**src/rtl/rf_wport_arbiter_pkg.sv**
```systemverilog
// Shared definitions for the register-file write-port arbiter.
// Bus width macro and field offsets are shared with the WB stage and regfile.
`ifndef RF_WPORT_BUS_WD
`define RF_WPORT_BUS_WD 38
`endif

package rf_wport_arbiter_pkg;

    localparam int RF_BUS_WE      = 37;
    localparam int RF_BUS_ADDR_HI = 36;
    localparam int RF_BUS_ADDR_LO = 32;
    localparam int RF_BUS_DATA_HI = 31;
    localparam int RF_BUS_DATA_LO = 0;

    typedef enum logic {
        BUF_EMPTY = 1'b0,
        BUF_FULL  = 1'b1
    } buf_state_t;

endpackage

```
**src/rtl/rf_wport_arbiter_if.sv**
```systemverilog
// Write-port request interface: in-order WB results (A) and
// long-latency results (B), each with a valid/ready handshake.
interface rf_wport_arbiter_if;

    logic        a_valid;
    logic        a_ready;
    logic        a_we;
    logic [4:0]  a_dest;
    logic [31:0] a_wdata;
    logic [31:0] a_pc;

    logic        b_valid;
    logic        b_ready;
    logic [4:0]  b_dest;
    logic [31:0] b_wdata;
    logic [31:0] b_pc;

    modport master (
        output a_valid, a_we, a_dest, a_wdata, a_pc,
        output b_valid, b_dest, b_wdata, b_pc,
        input  a_ready, b_ready
    );

    modport slave (
        input  a_valid, a_we, a_dest, a_wdata, a_pc,
        input  b_valid, b_dest, b_wdata, b_pc,
        output a_ready, b_ready
    );

endinterface

```
**src/rtl/rf_wport_arbiter_wport_hold_buf.sv**
```systemverilog
// One-entry holding buffer for long-latency results.
// Accepts only when empty; drain strobe empties it.
module wport_hold_buf
    import rf_wport_arbiter_pkg::*;
(
    input  logic        clk,
    input  logic        reset,
    input  logic        in_valid,
    output logic        in_ready,
    input  logic [4:0]  in_dest,
    input  logic [31:0] in_wdata,
    input  logic [31:0] in_pc,
    input  logic        drain,
    output logic        full,
    output logic [4:0]  buf_dest,
    output logic [31:0] buf_wdata,
    output logic [31:0] buf_pc
);

    buf_state_t state_q;
    buf_state_t state_d;
    logic       load;

    // State register; reset drops any parked entry.
    always_ff @(posedge clk) begin
        if (!reset) state_q <= BUF_EMPTY;
        else        state_q <= state_d;
    end

    // Next state, accept and load strobe.
    always_comb begin
        state_d  = state_q;
        in_ready = 1'b0;
        load     = 1'b0;
        unique case (state_q)
            BUF_EMPTY: begin
                in_ready = reset;
                if (in_valid) begin
                    load    = 1'b1;
                    state_d = BUF_FULL;
                end
            end
            BUF_FULL: begin
                if (drain) state_d = BUF_EMPTY;
            end
            default: state_d = BUF_EMPTY;
        endcase
    end

    // Capture the accepted result fields.
    always_ff @(posedge clk) begin
        if (!reset) begin
            buf_dest  <= '0;
            buf_wdata <= '0;
            buf_pc    <= '0;
        end else if (load) begin
            buf_dest  <= in_dest;
            buf_wdata <= in_wdata;
            buf_pc    <= in_pc;
        end
    end

    assign full = (state_q == BUF_FULL);

endmodule

```
**src/rtl/rf_wport_arbiter.sv**
```systemverilog
// Register-file write-port arbiter between WB (A) and a buffered B source.
// Define RF_ARB_STARVE_GUARD_EN to bound how long a buffered B waits.
module rf_wport_arbiter
    import rf_wport_arbiter_pkg::*;
#(
    parameter int STARVE_MAX = 4
) (
    input  logic                        clk,
    input  logic                        reset,
    rf_wport_arbiter_if.slave           bus,
    output logic [`RF_WPORT_BUS_WD-1:0] rf_bus,
    output logic                        pend_valid,
    output logic [4:0]                  pend_dest,
    output logic [31:0]                 debug_wb_pc,
    output logic [3:0]                  debug_wb_rf_we,
    output logic [4:0]                  debug_wb_rf_wnum,
    output logic [31:0]                 debug_wb_rf_wdata
);

    logic        full;
    logic [4:0]  buf_dest;
    logic [31:0] buf_wdata;
    logic [31:0] buf_pc;
    logic        waw;
    logic        starve;
    logic        grant_b;

    logic        we_q;
    logic [4:0]  waddr_q;
    logic [31:0] wdata_q;
    logic [31:0] pc_q;

    wport_hold_buf u_hold_buf (
        .clk       (clk),
        .reset     (reset),
        .in_valid  (bus.b_valid),
        .in_ready  (bus.b_ready),
        .in_dest   (bus.b_dest),
        .in_wdata  (bus.b_wdata),
        .in_pc     (bus.b_pc),
        .drain     (grant_b),
        .full      (full),
        .buf_dest  (buf_dest),
        .buf_wdata (buf_wdata),
        .buf_pc    (buf_pc)
    );

    assign waw = bus.a_valid && bus.a_we && (bus.a_dest != 5'd0)
              && (bus.a_dest == buf_dest);

`ifdef RF_ARB_STARVE_GUARD_EN
    localparam int CW = $clog2(STARVE_MAX + 1);
    localparam logic [CW-1:0] CNT_MAX = CW'(STARVE_MAX);

    logic [CW-1:0] cnt;

    // Count cycles a parked B entry loses to A; saturates.
    always_ff @(posedge clk) begin
        if (!reset || !full || grant_b) cnt <= '0;
        else if (cnt != CNT_MAX)        cnt <= cnt + CW'(1);
    end

    assign starve = (cnt == CNT_MAX);
`else
    assign starve = 1'b0;
`endif

    assign grant_b     = full && (!bus.a_valid || waw || starve);
    assign bus.a_ready = reset && !grant_b;

    // Register the winning write; idle cycles keep the last fields.
    always_ff @(posedge clk) begin
        if (!reset) begin
            we_q    <= 1'b0;
            waddr_q <= '0;
            wdata_q <= '0;
            pc_q    <= '0;
        end else if (grant_b) begin
            we_q    <= (buf_dest != 5'd0);
            waddr_q <= buf_dest;
            wdata_q <= buf_wdata;
            pc_q    <= buf_pc;
        end else if (bus.a_valid) begin
            we_q    <= bus.a_we && (bus.a_dest != 5'd0);
            waddr_q <= bus.a_dest;
            wdata_q <= bus.a_wdata;
            pc_q    <= bus.a_pc;
        end else begin
            we_q    <= 1'b0;
        end
    end

    assign rf_bus            = {we_q, waddr_q, wdata_q};
    assign pend_valid        = full;
    assign pend_dest         = buf_dest;
    assign debug_wb_pc       = pc_q;
    assign debug_wb_rf_we    = {4{we_q}};
    assign debug_wb_rf_wnum  = waddr_q;
    assign debug_wb_rf_wdata = wdata_q;

endmodule

```
**src/flat_wrapper.sv**
```systemverilog
// flat-port wrapper written by rule: the top's interface ports become plain ports
module rf_wport_arbiter_flat import rf_wport_arbiter_pkg::*;
#(
    parameter int STARVE_MAX = 4
)
  (clk, reset, rf_bus, pend_valid, pend_dest, debug_wb_pc, debug_wb_rf_we, debug_wb_rf_wnum, debug_wb_rf_wdata, bus_a_valid, bus_a_we, bus_a_dest, bus_a_wdata, bus_a_pc, bus_b_valid, bus_b_dest, bus_b_wdata, bus_b_pc, bus_a_ready, bus_b_ready);
  rf_wport_arbiter_if bus_i ();
  input  logic clk;
  input  logic reset;
  output logic [`RF_WPORT_BUS_WD-1:0] rf_bus;
  output logic pend_valid;
  output logic [4:0] pend_dest;
  output logic [31:0] debug_wb_pc;
  output logic [3:0] debug_wb_rf_we;
  output logic [4:0] debug_wb_rf_wnum;
  output logic [31:0] debug_wb_rf_wdata;
  input wire logic [$bits(bus_i.a_valid)-1:0] bus_a_valid;
  input wire logic [$bits(bus_i.a_we)-1:0] bus_a_we;
  input wire logic [$bits(bus_i.a_dest)-1:0] bus_a_dest;
  input wire logic [$bits(bus_i.a_wdata)-1:0] bus_a_wdata;
  input wire logic [$bits(bus_i.a_pc)-1:0] bus_a_pc;
  input wire logic [$bits(bus_i.b_valid)-1:0] bus_b_valid;
  input wire logic [$bits(bus_i.b_dest)-1:0] bus_b_dest;
  input wire logic [$bits(bus_i.b_wdata)-1:0] bus_b_wdata;
  input wire logic [$bits(bus_i.b_pc)-1:0] bus_b_pc;
  output wire logic [$bits(bus_i.a_ready)-1:0] bus_a_ready;
  output wire logic [$bits(bus_i.b_ready)-1:0] bus_b_ready;
  assign bus_i.a_valid = bus_a_valid;
  assign bus_i.a_we = bus_a_we;
  assign bus_i.a_dest = bus_a_dest;
  assign bus_i.a_wdata = bus_a_wdata;
  assign bus_i.a_pc = bus_a_pc;
  assign bus_i.b_valid = bus_b_valid;
  assign bus_i.b_dest = bus_b_dest;
  assign bus_i.b_wdata = bus_b_wdata;
  assign bus_i.b_pc = bus_b_pc;
  assign bus_a_ready = bus_i.a_ready;
  assign bus_b_ready = bus_i.b_ready;
  rf_wport_arbiter #(.STARVE_MAX(STARVE_MAX)) u_core (.clk(clk), .reset(reset), .bus(bus_i), .rf_bus(rf_bus), .pend_valid(pend_valid), .pend_dest(pend_dest), .debug_wb_pc(debug_wb_pc), .debug_wb_rf_we(debug_wb_rf_we), .debug_wb_rf_wnum(debug_wb_rf_wnum), .debug_wb_rf_wdata(debug_wb_rf_wdata));
endmodule
```
**config.mk**
```make
export PLATFORM = sky130hd
export DESIGN_NAME = rf_wport_arbiter_flat
export DESIGN_NICKNAME = d
export VERILOG_FILES = /design/src/rtl/rf_wport_arbiter_pkg.sv /design/src/rtl/rf_wport_arbiter_if.sv /design/src/rtl/rf_wport_arbiter_wport_hold_buf.sv /design/src/rtl/rf_wport_arbiter.sv /design/src/flat_wrapper.sv
export SDC_FILE = /design/constraint.sdc
export NUM_CORES = 1
export LEC_CHECK = 0
export CAP_MARGIN = 20
export CORE_MARGIN = 3
export CORE_UTILIZATION = 48
export DETAILED_ROUTE_END_ITERATION = 16
export GPL_TIMING_DRIVEN = 1
export PLACE_DENSITY = 0.86
export SYNTH_ARGS = -nofsm -noshare
export SYNTH_HDL_FRONTEND = slang
export SYNTH_HIERARCHICAL = 1
export SYNTH_SLANG_ARGS = --single-unit
```
**constraint.sdc**
```tcl
create_clock -name clk -period 3.54 [get_ports clk]
set_input_delay 0.885 -clock clk [delete_from_list [all_inputs] [get_ports clk]]
set_output_delay 0.885 -clock clk [all_outputs]
set_load 0.02 [all_outputs]
```
Word level (Yosys, flattened, before mapping) --
Cells that the tools add are included.
Cells by class: reduce and logical (&&, ||, !) cells 12, multiplexer cells 13, bitwise operators 1, eq/ne operators 1
Operators by type and width (count):
- $mux W32 | 4
- $mux W5 | 2
- $reduce_bool A5 Y1 | 2
- $logic_and A1 B1 Y1 | 6
- $mux W1 | 6
- $eq A5 B5 Y1 | 1
- $logic_not A1 Y1 | 2
- $pmux W1 S2 | 1
- $reduce_bool A2 Y1 | 1
- $logic_or A1 B1 Y1 | 1
- $not A1 Y1 | 1
Word-level totals: register bits 140, input port bits 143, output and inout bits 119, word-level logic and storage cells 35

Depth between registers and ports, before layout --
word-level depth 7, gate-level depth with buffers 8

By module --
The synthesis kept the hierarchy.
By module, submodules not included:
- rf_wport_arbiter | area an instance 5470.2 um2, cells an instance 752, instances 1
- wport_hold_buf | area an instance 2897.8 um2, cells an instance 305, instances 1

Least setup slack after synthesis --
No wires, ideal clock.
path type in2out, start input port bus_a_dest[2], end output port bus_a_ready, data required time 2.655 ns, stages on the path 6, slack 0.217 ns, data arrival time 2.438 ns, buffers on the path 2, cells stage by stage or4_1 o2111a_1 and2_4 buf_6 buf_6 o22ai_1
Between the ends: cells in the longest elaborated chain, start to end 7, elaborated cells between the ends (all ways) 8, classes of those cells eq/ne (1); reduce/logical (7)
Ends and longest elaborated chain:
- start: declaration | line flat_wrapper.sv:19 | input wire logic [$bits(bus_i.a_dest)-1:0] bus_a_dest;
- $reduce_bool A5 Y1 | line rf_wport_arbiter.sv:48 | assign waw = bus.a_valid && bus.a_we && (bus.a_dest != 5'd0)
- $logic_and A1 B1 Y1 | line rf_wport_arbiter.sv:48
- $logic_and A1 B1 Y1 (*) | line rf_wport_arbiter.sv:49 | && (bus.a_dest == buf_dest);
- $logic_or A1 B1 Y1 (*) | line rf_wport_arbiter.sv:68 | assign grant_b = full && (!bus.a_valid || waw || starve);
- $logic_and A1 B1 Y1 (*) | line rf_wport_arbiter.sv:68
- $logic_not A1 Y1 (*) | line rf_wport_arbiter.sv:69 | assign bus.a_ready = reset && !grant_b;
- $logic_and A1 B1 Y1 (*) | line rf_wport_arbiter.sv:69
- end: declaration | line flat_wrapper.sv:26 | output wire logic [$bits(bus_i.a_ready)-1:0] bus_a_ready;
Every way passes the cells marked *; elsewhere a longest branch is shown, timed or not.

Worst setup path after layout --
Ends and elaborated chain as after synthesis.

==> results.cfg <==
[die]
die_h_um = 138
io_pins = 262
core-area_um2 = 16800
die_w_um = 138
die_area_um2 = 19100
start_util = 0.498
placementRows = 47

[yosys]
yosysSeqAreaShare = 0.335
synth_fa_ha_area_frac = 0
synth-seq-cells = 140
synthArstFlopShare = 0
synth_edf_count = 0
synth-xor-area-share = 0.00523
synthFlopType = dfxtp_1
synthSimpleGateAreaFrac = 0.231
syn_inst = 1057
synth_compound_area_frac = 0.140
synth_nets = 1200
synth_area_um2 = 8370
muxShareOfSynthArea = 0.178
avgSynthCellArea_um2 = 7.92
ys_warn_count = 6
netlist-cell-type-count = 30
synth_top_family_by_area = simple AND/OR/NAND/NOR gates

[grt]
grt.total_usage = 0.243
grt-ovfl-total = 0
grt_max_degree = 112
antenna_found_initial = 0
grt_pass1_wl_um = 39300
grt_pass1_vias = 7901

[route]
routed_wl_um = 24500
firstDrtPassIters = 6
ant_nets = 0
first_iter_violations = 692
wire_per_inst_um = 17.0
drc = 0
viasPerCell = 5.74
vias = 8271

[clocking]
cts.sinks = 140
cts.clk_slew.worst_paths_ps = 60
clkLatencyLatePin_ps = 410
postCtsHoldBufs = 0
cts_tree = yes
clockBufferDepth = 2
root_buffer = clkbuf_16
numCtsBuffers = 17
htreeDepth = 4

[layout]
drive_gt1_frac = 0.0483
finish.utilization = 0.661
fillers = 1427
syn_to_final_growth_pct = 32.9
num-nets-final = 1354
fin_cells = 1442
insertedDiodeCount = 0

[sta]
finalHoldViolCount = 0
fin_ws_ps = 69.0
max_freq_mhz = 288
tightest_slew_ps = 1050
finalWorstPathRequiredPeriod_ps = 3470
setup_viol = 0
rsz0062_at_grt = no
period_share = 0.981
maxSlewHeadroom = 0.302
finalMaxSlewViolations = 0
fin_worst_skew_ps = 8.76

[status]
outcome = finished, final reports clean

[power_and_ir_drop]
vdd_drop_max_mv = 0.331
p_int_mw = 3.32
clockPowerShare = 0.379
switchingPower_mw = 1.35
sw_frac_of_total = 0.289
power.total_mw = 4.67
p_per_area_nw_per_um2 = 420
p_seq_frac = 0.387
p_leak_nw = 4.23
combPwrFrac = 0.234

[flow_run]
drv_cap = 0

[placed_design]
gp_congestion = 0.859
post-place-ws_ps = -442
hpwlAfterDp_um = 15700
io_buffers = 261
dp.cells = 1412

[critical_path]
path_max_fanout = 2
critPathLaunchType = input pin
crit_type = input pin to primary output
crit_required_ps = 2650
crit_arrival_ps = 2590
cp-end-kind = primary output

[min_path]
hp-class = flip-flop to flip-flop
cells in the mapped netlist (21+ instances only):
cell type / instances / area share
buf_4: 45 / 0.040
o21ai_1: 38 / 0.023
nand2b_1: 53 / 0.040
nand2_1: 225 / 0.10
clkbuf_1: 46 / 0.021
nand3_1: 53 / 0.032
buf_2: 21 / 0.013
dfxtp_1: 140 / 0.33
o21ai_0: 101 / 0.060
mux2i_1: 149 / 0.18
nand4_1: 64 / 0.048
o211ai_1: 55 / 0.049
power by group through the flow:
stage               Clock (mW)  Combinational [mW]  Sequential [mW]
floorplan                    0               0.623             1.88
global placement             0                1.06             1.83
detailed placement           0                1.08             1.84
CTS                       1.80                1.09             1.81
global route              1.87                1.17             1.83
finish                    1.77                1.09             1.81
registers in the layout, indices dropped and copies added (netlist names):
register,count
u_core/debug_wb_pc,32
u_core/debug_wb_rf_wdata,32
u_core/debug_wb_rf_wnum,5
u_core/u_hold_buf/buf_dest,5
u_core/u_hold_buf/buf_pc,32
u_core/u_hold_buf/buf_wdata,32
u_core/u_hold_buf/full,1
u_core/we_q,1
final timing paths:
kind / endpoint / slack, ps / from / depth (start not counted)
setup reg to reg: u_core/debug_wb_rf_wdata[25] / 1260 / u_core/u_hold_buf/full / 5
setup / recovery: bus_a_ready / 70 / bus_a_dest[2] / 6
hold / removal: u_core/u_hold_buf/buf_pc[1] / 460 / u_core/u_hold_buf/buf_pc[1] / 2
hold reg to reg: u_core/u_hold_buf/buf_pc[1] / 460 / u_core/u_hold_buf/buf_pc[1] / 2
metal layers:
metal  part of all wire  GRT usage  vias up
met3              0.059     0.0439       40
met4              0.024     0.0952        0
met2               0.50      0.416      335
met1               0.42      0.306     3920
met5                  0          0        -
li1                   -          -     3976
final cells by class:
class | count | area [um2] | area share
repair buffers | 280 | 2790 | 0.251
clock inverters | 12 | 150 | 0.0135
flip-flops and latches | 140 | 2810 | 0.252
clock buffers | 18 | 429 | 0.0386
multi-input cells | 770 | 4660 | 0.419
well taps | 220 | 275 | 0.0248
inverters | 2 | 8.76 | 0.000788
cells by family after synthesis:
kind of cell | Yosys count
flip-flops | 140
multiplexers | 149
XOR/XNOR | 5
buffers and inverters | 147
AO/OA/AOI/OAI | 204
AND/OR/NAND/NOR | 412
cells in the final DEF, fill, tap and decap left out, types with 5 or more instances in the layout:
cell	Yosys	final
nor2_1	10	10
nand3_1	53	53
mux2i_1	149	149
clkinv_2	0	5
clkdlybuf4s50_1	0	258
a21oi_1	6	6
dfxtp_1	140	139
clkbuf_16	0	17
o21ai_1	38	38
nand2b_1	53	53
buf_4	45	18
nand4_1	64	64
nand2_1	225	225
o211ai_1	55	55
o21ai_0	101	101
critical path: stages:
cell and delay [ps]:
clkdlybuf4s50_1 440, or4_4 550, o2111a_2 270, and2_4 160, o22ai_2 110, buf_4 170
stage by stage:
step / TNS, ps / area (um2) / hold slack, ps
6_report: 0 / 11100 / 455
4_1_cts: 0 / 11100 / 457
3_5_place_dp: -442 / 10500 / 447
3_3_place_gp: -441 / 10500 / 442
2_1_floorplan: 0 / 8370 / 435
5_1_grt: 0 / 11100 / 477
what timing repair did:
item / in CTS / in global routing
gates resized for setup: 4 / 3
hold endpoints to repair: 0 / 0
buffers inserted: 0 / 0
endpoints found under the setup margin: 1 / 1
Power figures use the tool's default switching activity.
